File: src/rtl/tt_uart_pkg.sv
// Shared UART definitions: receive FSM states, frame geometry and parity helper.
// Intended to be reused by the transmit side as well.
package tt_uart_pkg;

   localparam int DATA_BITS = 8;
   localparam int IDX_W     = $clog2(DATA_BITS);

   typedef enum logic [2:0] {
      IDLE      = 3'd0,
      START     = 3'd1,
      DATA      = 3'd2,
      PARITY    = 3'd3,
      STOP      = 3'd4,
      WAIT_IDLE = 3'd5
   } rx_state_e;

   function automatic logic even_parity(input logic [DATA_BITS-1:0] d);
      return ^d;
   endfunction

endpackage

File: src/rtl/tt_uart_rx_if.sv
// Consumer-side bundle of the UART receiver: byte, valid/read handshake and status flags.
interface tt_uart_rx_if;
   import tt_uart_pkg::*;

   logic                 rd_i;
   logic [DATA_BITS-1:0] data_o;
   logic                 valid_o;
   logic                 frame_err_o;
   logic                 parity_err_o;
   logic                 overrun_o;
   logic                 busy_o;

   modport slave  (input  rd_i,
                   output data_o, valid_o, frame_err_o, parity_err_o, overrun_o, busy_o);
   modport master (output rd_i,
                   input  data_o, valid_o, frame_err_o, parity_err_o, overrun_o, busy_o);
endinterface

File: src/rtl/tt_sync2.sv
// Two-flop synchronizer for a single asynchronous input; reset value is a parameter.
module tt_sync2 #(
   parameter logic RST_VAL = 1'b1
) (
   input  logic clk,
   input  logic rst_n,
   input  logic d,
   output logic q
);

   logic meta_r;
   logic q_r;

   // metastability chain
   always_ff @(posedge clk or negedge rst_n) begin
      if (!rst_n) begin
         meta_r <= RST_VAL;
         q_r    <= RST_VAL;
      end else begin
         meta_r <= d;
         q_r    <= meta_r;
      end
   end

   assign q = q_r;

endmodule

File: src/rtl/tt_uart_rx.sv
// Oversampling 8N1 UART receiver with valid/read handshake, frame error and overrun flags.
// Defining TT_UART_RX_PARITY_EN adds an even-parity bit between the data and the stop bit.
import tt_uart_pkg::*;

module tt_uart_rx #(
   parameter int CLKS_PER_BIT = 16,
   parameter int CNT_W        = 16
) (
   input  logic         clk,
   input  logic         rst_n,
   input  logic         ena,
   input  logic         rx_i,
   tt_uart_rx_if.slave  bus
);

   localparam logic [CNT_W-1:0] HALF_C = CNT_W'(CLKS_PER_BIT / 2 - 1);
   localparam logic [CNT_W-1:0] FULL_C = CNT_W'(CLKS_PER_BIT - 1);
   localparam logic [IDX_W-1:0] LAST_C = IDX_W'(DATA_BITS - 1);

   rx_state_e            state_r;
   logic [CNT_W-1:0]     bit_cnt_r;
   logic [IDX_W-1:0]     bit_idx_r;
   logic [DATA_BITS-1:0] shreg_r;
   logic [DATA_BITS-1:0] data_r;
   logic                 rx_prev_r;
   logic                 valid_r;
   logic                 frame_err_r;
   logic                 overrun_r;
   logic                 rx_s;
   logic                 rd_accept_s;
   rx_state_e            after_data_s;
`ifdef TT_UART_RX_PARITY_EN
   logic                 parity_err_r;
`endif

   tt_sync2 #(.RST_VAL(1'b1)) u_sync (
      .clk   (clk),
      .rst_n (rst_n),
      .d     (rx_i),
      .q     (rx_s)
   );

   assign rd_accept_s = bus.rd_i & valid_r;
`ifdef TT_UART_RX_PARITY_EN
   assign after_data_s = PARITY;
`else
   assign after_data_s = STOP;
`endif

   // receive FSM, bit timing, output byte register and status flags
   always_ff @(posedge clk or negedge rst_n) begin
      if (!rst_n) begin
         state_r      <= IDLE;
         bit_cnt_r    <= '0;
         bit_idx_r    <= '0;
         shreg_r      <= '0;
         data_r       <= '0;
         rx_prev_r    <= 1'b1;
         valid_r      <= 1'b0;
         frame_err_r  <= 1'b0;
         overrun_r    <= 1'b0;
`ifdef TT_UART_RX_PARITY_EN
         parity_err_r <= 1'b0;
`endif
      end else begin
         rx_prev_r   <= rx_s;
         frame_err_r <= 1'b0;
`ifdef TT_UART_RX_PARITY_EN
         parity_err_r <= 1'b0;
`endif
         if (rd_accept_s) begin
            valid_r   <= 1'b0;
            overrun_r <= 1'b0;
         end
         if (!ena) begin
            state_r   <= IDLE;
            bit_cnt_r <= '0;
            bit_idx_r <= '0;
         end else begin
            case (state_r)
               IDLE: begin
                  bit_cnt_r <= '0;
                  bit_idx_r <= '0;
                  if (rx_prev_r && !rx_s) begin
                     state_r <= START;
                  end
               end
               START: begin
                  if (bit_cnt_r == HALF_C) begin
                     bit_cnt_r <= '0;
                     state_r   <= rx_s ? IDLE : DATA;
                  end else begin
                     bit_cnt_r <= bit_cnt_r + CNT_W'(1);
                  end
               end
               DATA: begin
                  if (bit_cnt_r == FULL_C) begin
                     bit_cnt_r <= '0;
                     shreg_r   <= {rx_s, shreg_r[DATA_BITS-1:1]};
                     bit_idx_r <= bit_idx_r + IDX_W'(1);
                     if (bit_idx_r == LAST_C) begin
                        state_r <= after_data_s;
                     end
                  end else begin
                     bit_cnt_r <= bit_cnt_r + CNT_W'(1);
                  end
               end
`ifdef TT_UART_RX_PARITY_EN
               PARITY: begin
                  if (bit_cnt_r == FULL_C) begin
                     bit_cnt_r <= '0;
                     if (rx_s != even_parity(shreg_r)) begin
                        parity_err_r <= 1'b1;
                        state_r      <= WAIT_IDLE;
                     end else begin
                        state_r <= STOP;
                     end
                  end else begin
                     bit_cnt_r <= bit_cnt_r + CNT_W'(1);
                  end
               end
`endif
               STOP: begin
                  if (bit_cnt_r == FULL_C) begin
                     bit_cnt_r <= '0;
                     if (rx_s) begin
                        state_r <= IDLE;
                        // a read in this same cycle frees the slot for the new byte
                        if (!valid_r || rd_accept_s) begin
                           data_r  <= shreg_r;
                           valid_r <= 1'b1;
                        end else begin
                           overrun_r <= 1'b1;
                        end
                     end else begin
                        frame_err_r <= 1'b1;
                        state_r     <= WAIT_IDLE;
                     end
                  end else begin
                     bit_cnt_r <= bit_cnt_r + CNT_W'(1);
                  end
               end
               WAIT_IDLE: begin
                  bit_cnt_r <= '0;
                  if (rx_s) begin
                     state_r <= IDLE;
                  end
               end
               default: begin
                  state_r   <= IDLE;
                  bit_cnt_r <= '0;
               end
            endcase
         end
      end
   end

   assign bus.data_o      = data_r;
   assign bus.valid_o     = valid_r;
   assign bus.frame_err_o = frame_err_r;
   assign bus.overrun_o   = overrun_r;
   assign bus.busy_o      = (state_r != IDLE);
`ifdef TT_UART_RX_PARITY_EN
   assign bus.parity_err_o = parity_err_r;
`else
   assign bus.parity_err_o = 1'b0;
`endif

endmodule
File: src/flat_wrapper.sv
// flat-port wrapper written by rule: the top's interface ports become plain ports
module tt_uart_rx_flat 
#(
   parameter int CLKS_PER_BIT = 16,
   parameter int CNT_W        = 16
)
  (clk, rst_n, ena, rx_i, bus_rd_i, bus_data_o, bus_valid_o, bus_frame_err_o, bus_parity_err_o, bus_overrun_o, bus_busy_o);
  tt_uart_rx_if bus_i ();
  input  logic clk;
  input  logic rst_n;
  input  logic ena;
  input  logic rx_i;
  input wire logic [$bits(bus_i.rd_i)-1:0] bus_rd_i;
  output wire logic [$bits(bus_i.data_o)-1:0] bus_data_o;
  output wire logic [$bits(bus_i.valid_o)-1:0] bus_valid_o;
  output wire logic [$bits(bus_i.frame_err_o)-1:0] bus_frame_err_o;
  output wire logic [$bits(bus_i.parity_err_o)-1:0] bus_parity_err_o;
  output wire logic [$bits(bus_i.overrun_o)-1:0] bus_overrun_o;
  output wire logic [$bits(bus_i.busy_o)-1:0] bus_busy_o;
  assign bus_i.rd_i = bus_rd_i;
  assign bus_data_o = bus_i.data_o;
  assign bus_valid_o = bus_i.valid_o;
  assign bus_frame_err_o = bus_i.frame_err_o;
  assign bus_parity_err_o = bus_i.parity_err_o;
  assign bus_overrun_o = bus_i.overrun_o;
  assign bus_busy_o = bus_i.busy_o;
  tt_uart_rx #(.CLKS_PER_BIT(CLKS_PER_BIT), .CNT_W(CNT_W)) u_core (.clk(clk), .rst_n(rst_n), .ena(ena), .rx_i(rx_i), .bus(bus_i));
endmodule
File: config.mk
export PLATFORM = sky130hd
export DESIGN_NAME = tt_uart_rx_flat
export DESIGN_NICKNAME = d
export VERILOG_FILES = /design/src/rtl/tt_uart_pkg.sv /design/src/rtl/tt_uart_rx_if.sv /design/src/rtl/tt_sync2.sv /design/src/rtl/tt_uart_rx.sv /design/src/flat_wrapper.sv
export SDC_FILE = /design/constraint.sdc
export NUM_CORES = 1
export LEC_CHECK = 0
export ABC_CLOCK_PERIOD_IN_PS = 2500
export BUFFER_PORTS_ARGS = -buffer_cell sky130_fd_sc_hd__buf_4
export CAP_MARGIN = 20
export CORE_UTILIZATION = 40
export DETAILED_ROUTE_END_ITERATION = 10
export PLACE_DENSITY = 0.55
export SYNTH_ARGS = -nofsm -noshare
export SYNTH_HDL_FRONTEND = slang
export SYNTH_SLANG_ARGS = --single-unit
File: constraint.sdc
create_clock -name clk -period 2.5 [get_ports clk]
set_input_delay 0.5 -clock clk [delete_from_list [all_inputs] [get_ports clk]]
set_output_delay 0.5 -clock clk [all_outputs]
set_load 0.05 [all_outputs]
==> summary.md <==
| Metric | Value |
|---|---|
| Status | finished, final reports clean |
| Mapped Cells | 187 |
| Rows | 26 |
| Clock buffer count from CTS | 5 |
| Global route overflow | 0 |
| FILL cells | 497 |
| Yosys warns | 0 |
| RSZ-0062 raised after global routing | no |
| Top post-synthesis cells by count | 41 x dfrtp_1, 17 x nor2_1, 10 x nand2_1, 10 x xor2_1, 9 x nand3_1 |
| Initial antenna violation count | 0 |
| Largest net degree at the start of global routing | 45 |
| First-pass GRT wire length | 6520 um |
| WP data required | 2.68 ns |
| Synthesis-to-layout area growth | 11.5% |
| Post CTS Setup Buffer Count | 0 |
| Share of the synthesized area in the top cell type | 47.6% |
| Simple-gate share of the synthesized area | 19.4% |
| Synth Area in Compound Gates | 6.79% |
| Synthesized-area fraction occupied by adder cells | 1.74% |
| Register area share after synthesis | 51.2% |
| Synth Area in XOR/XNOR | 4.87% |
| Core Region | 5140 sq um |
| Total power | 0.00157 W |
| Iter 0 DRT Violations | 41 |
| Drt via density | 5.22 |
| Worst-path clk slew | 0.08 ns |
| Yosys reg bits | 44 |
| Fin crit share | 81.4% |
| Crit path max fanout | 8 |
| Crit start category | flip-flop |
| Fin. Hold Viols | 0 |
| Latest clock arrival within the worst-skew pair | 0.29 ns |
| Top-count cell post-synth | dfrtp_1 |
| Via Count | 1389 |
| Worst EP arrival | 2.22 ns |
| TNS Setup | 0 ns |
| Vias in the first global route | 1398 |
| Max Cap Violations | 0 |
| I/O Buffers | 16 |
| Synthesized net count | 195 |
| Leakage Power | 1.09 nW |
| WS Path Type | reg2reg |
| Post-synth top area cell | dfrtp_1 |
| Worst VDD drop | 0.470 mV |
| H-tree Lvls | 2 |
| Max Slew Vio Count | 0 |
| Initial Util | 42.0% |
| Antenna diodes | 0 |
| Distinct cells, synth | 49 |
| HPWL after DPL | 2560 um |
| Post-synth ARST share | 100% |
| Fmax | 491 MHz |
| Area of the multi-input gates | 952 sq um |
| Pwr Density | 651 nW/um^2 |
| Routed Antenna Nets | 0 |
| Hold Buf Count CTS | 0 |
| Max-slew headroom | 52.8% |
| CTS tree | built |
| First-pass DRT Iterations | 4 |
| Reg area | 1100 sq um |
| I/O pins | 18 |
| # clock sinks | 44 |
| Skew final | 0.00801 ns |
| Die Height | 75.4 um |
| Worst Setup End Kind | flip-flop |
| Hold WC Path Type | in2async |
| Nets@finish | 204 |
| Actual slew at the worst max-slew pin | 0.706 ns |
| Final WL | 3750 um |
| Avg Cell Area, Syn | 11.5 sq um |
| Largest family of logic cells by synthesized area | simple AND/OR/NAND/NOR gates |
| Chip width | 75.4 um |
| Routability Congestion | 0.750 |
| Synth Cell Area | 2160 sq um |
| Clock Path Buffers | 2 |
| Gr usage total | 15.2% |
| Top_reg_cell synth | dfrtp_1 |
| Die Area | 5690 sq um |
| Share of layout cells above drive strength 1 | 25.0% |
| Final min period | 2.04 ns |
| Ranking of synthesized cells by area | dfrtp_1 48%, mux2_4 5.6%, mux2_2 4.2% |
| DR WL/cell | 14.1 um |
| CTS root buf | clkbuf_8 |
| Cells resized by post-CTS repair | 0 |
| Post-synth EDFFs | 0 |
| Final setup fails | 0 |
| Drt drc | 0 |
| Post-synthesis mux area share | 11.1% |
[routing by layer]
metal	wire (um)	track usage (%)
met5	0	0
met4	53	5.56
met3	131	3.97
met2	1800	24.9
met1	1760	19.5
[logic make-up (layout without fill, tap and decap cells)]
family                     after synthesis  count (layout)
adders and majority gates                3               3
other                                    1               1
and+or+nand+nor                         72              72
DFF                                     44              44
AOI/OAI and AO/OA                       19              19
muxes                                   19              19
xor gates and xnor gates                12              12
buffers and inverters                   17              26
[final cells by class]
class / instances / share of cell area (%)
Sequential cell: 44 / 45.9
Tap cell: 70 / 3.64
Clock inverter: 2 / 2.50
Multi-Input combinational cell: 126 / 39.6
Timing Repair Buffer: 16 / 4.99
Clock buffer: 5 / 2.86
Inverter: 3 / 0.468
[metrics by stage]
step                      setup slack, ns  instance area, sq um  cells  hold slack (ns)  util (%)
after detailed placement            0.456                  2280    259            0.347      44.3
after global placement              0.514                  2280    259            0.351      44.3
after CTS                           0.456                  2400    266            0.205      46.8
final                               0.464                  2400    266            0.186      46.8
after global routing                0.299                  2400    266            0.226      46.8
after floorplan                     0.612                  2160    187            0.204         -
[sequential cells by signal, indices dropped and copies added, names as in the netlist]
register	count
u_core.bit_idx_r	3
u_core.shreg_r	8
u_core.u_sync.meta_r	1
u_core.state_r	3
u_core.u_sync.q	1
u_core.rx_prev_r	1
u_core.bit_cnt_r	16
u_core.bus.frame_err_o	1
u_core.bus.data_o	8
u_core.bus.valid_o	1
u_core.bus.overrun_o	1
[worst max-delay path: stages, from the launching register on]
cell	delay, ns
dfrtp_1	0.37
ha_1	0.18
and2_1	0.27
and4_1	0.40
and4_4	0.39
mux2_4	0.32
[where the power goes]
group          switching, W  internal (W)  leakage [nW]
Combinational      0.000125     0.0000631         0.423
Clock              0.000229      0.000393        0.0642
Sequential        0.0000275      0.000728         0.603
[layout by cell type (no fill, tap or decap), types with 4 or more instances in the layout]
cell | netlist | layout
nand2_1 | 10 | 10
xor2_1 | 10 | 10
nor2_1 | 17 | 17
clkbuf_8 | 0 | 5
a21oi_1 | 5 | 5
buf_4 | 1 | 16
and2_1 | 4 | 4
mux2_4 | 8 | 8
dfrtp_1 | 41 | 41
nand4_1 | 8 | 8
nand3_1 | 9 | 9
mux2_2 | 8 | 8
[path summary, 6_finish.rpt]
kind / startpoint / endpoint / slack, ns / cells past startpoint
worst min-delay path: rst_n / u_core.shreg_r[7] / 0.19 / 1
worst max register to register: u_core.bit_cnt_r[0] / u_core.bus.data_o[7] / 0.46 / 5
worst min register to register: u_core.u_sync.meta_r / u_core.u_sync.q / 0.36 / 0
max in group asynchronous: rst_n / u_core.u_sync.q / 1.93 / 1
worst max-delay path: u_core.bit_cnt_r[0] / u_core.bus.data_o[7] / 0.46 / 5
min in group clk: rx_i / u_core.u_sync.meta_r / 0.31 / 1
Note: power is estimated with default switching activity, not from simulation.
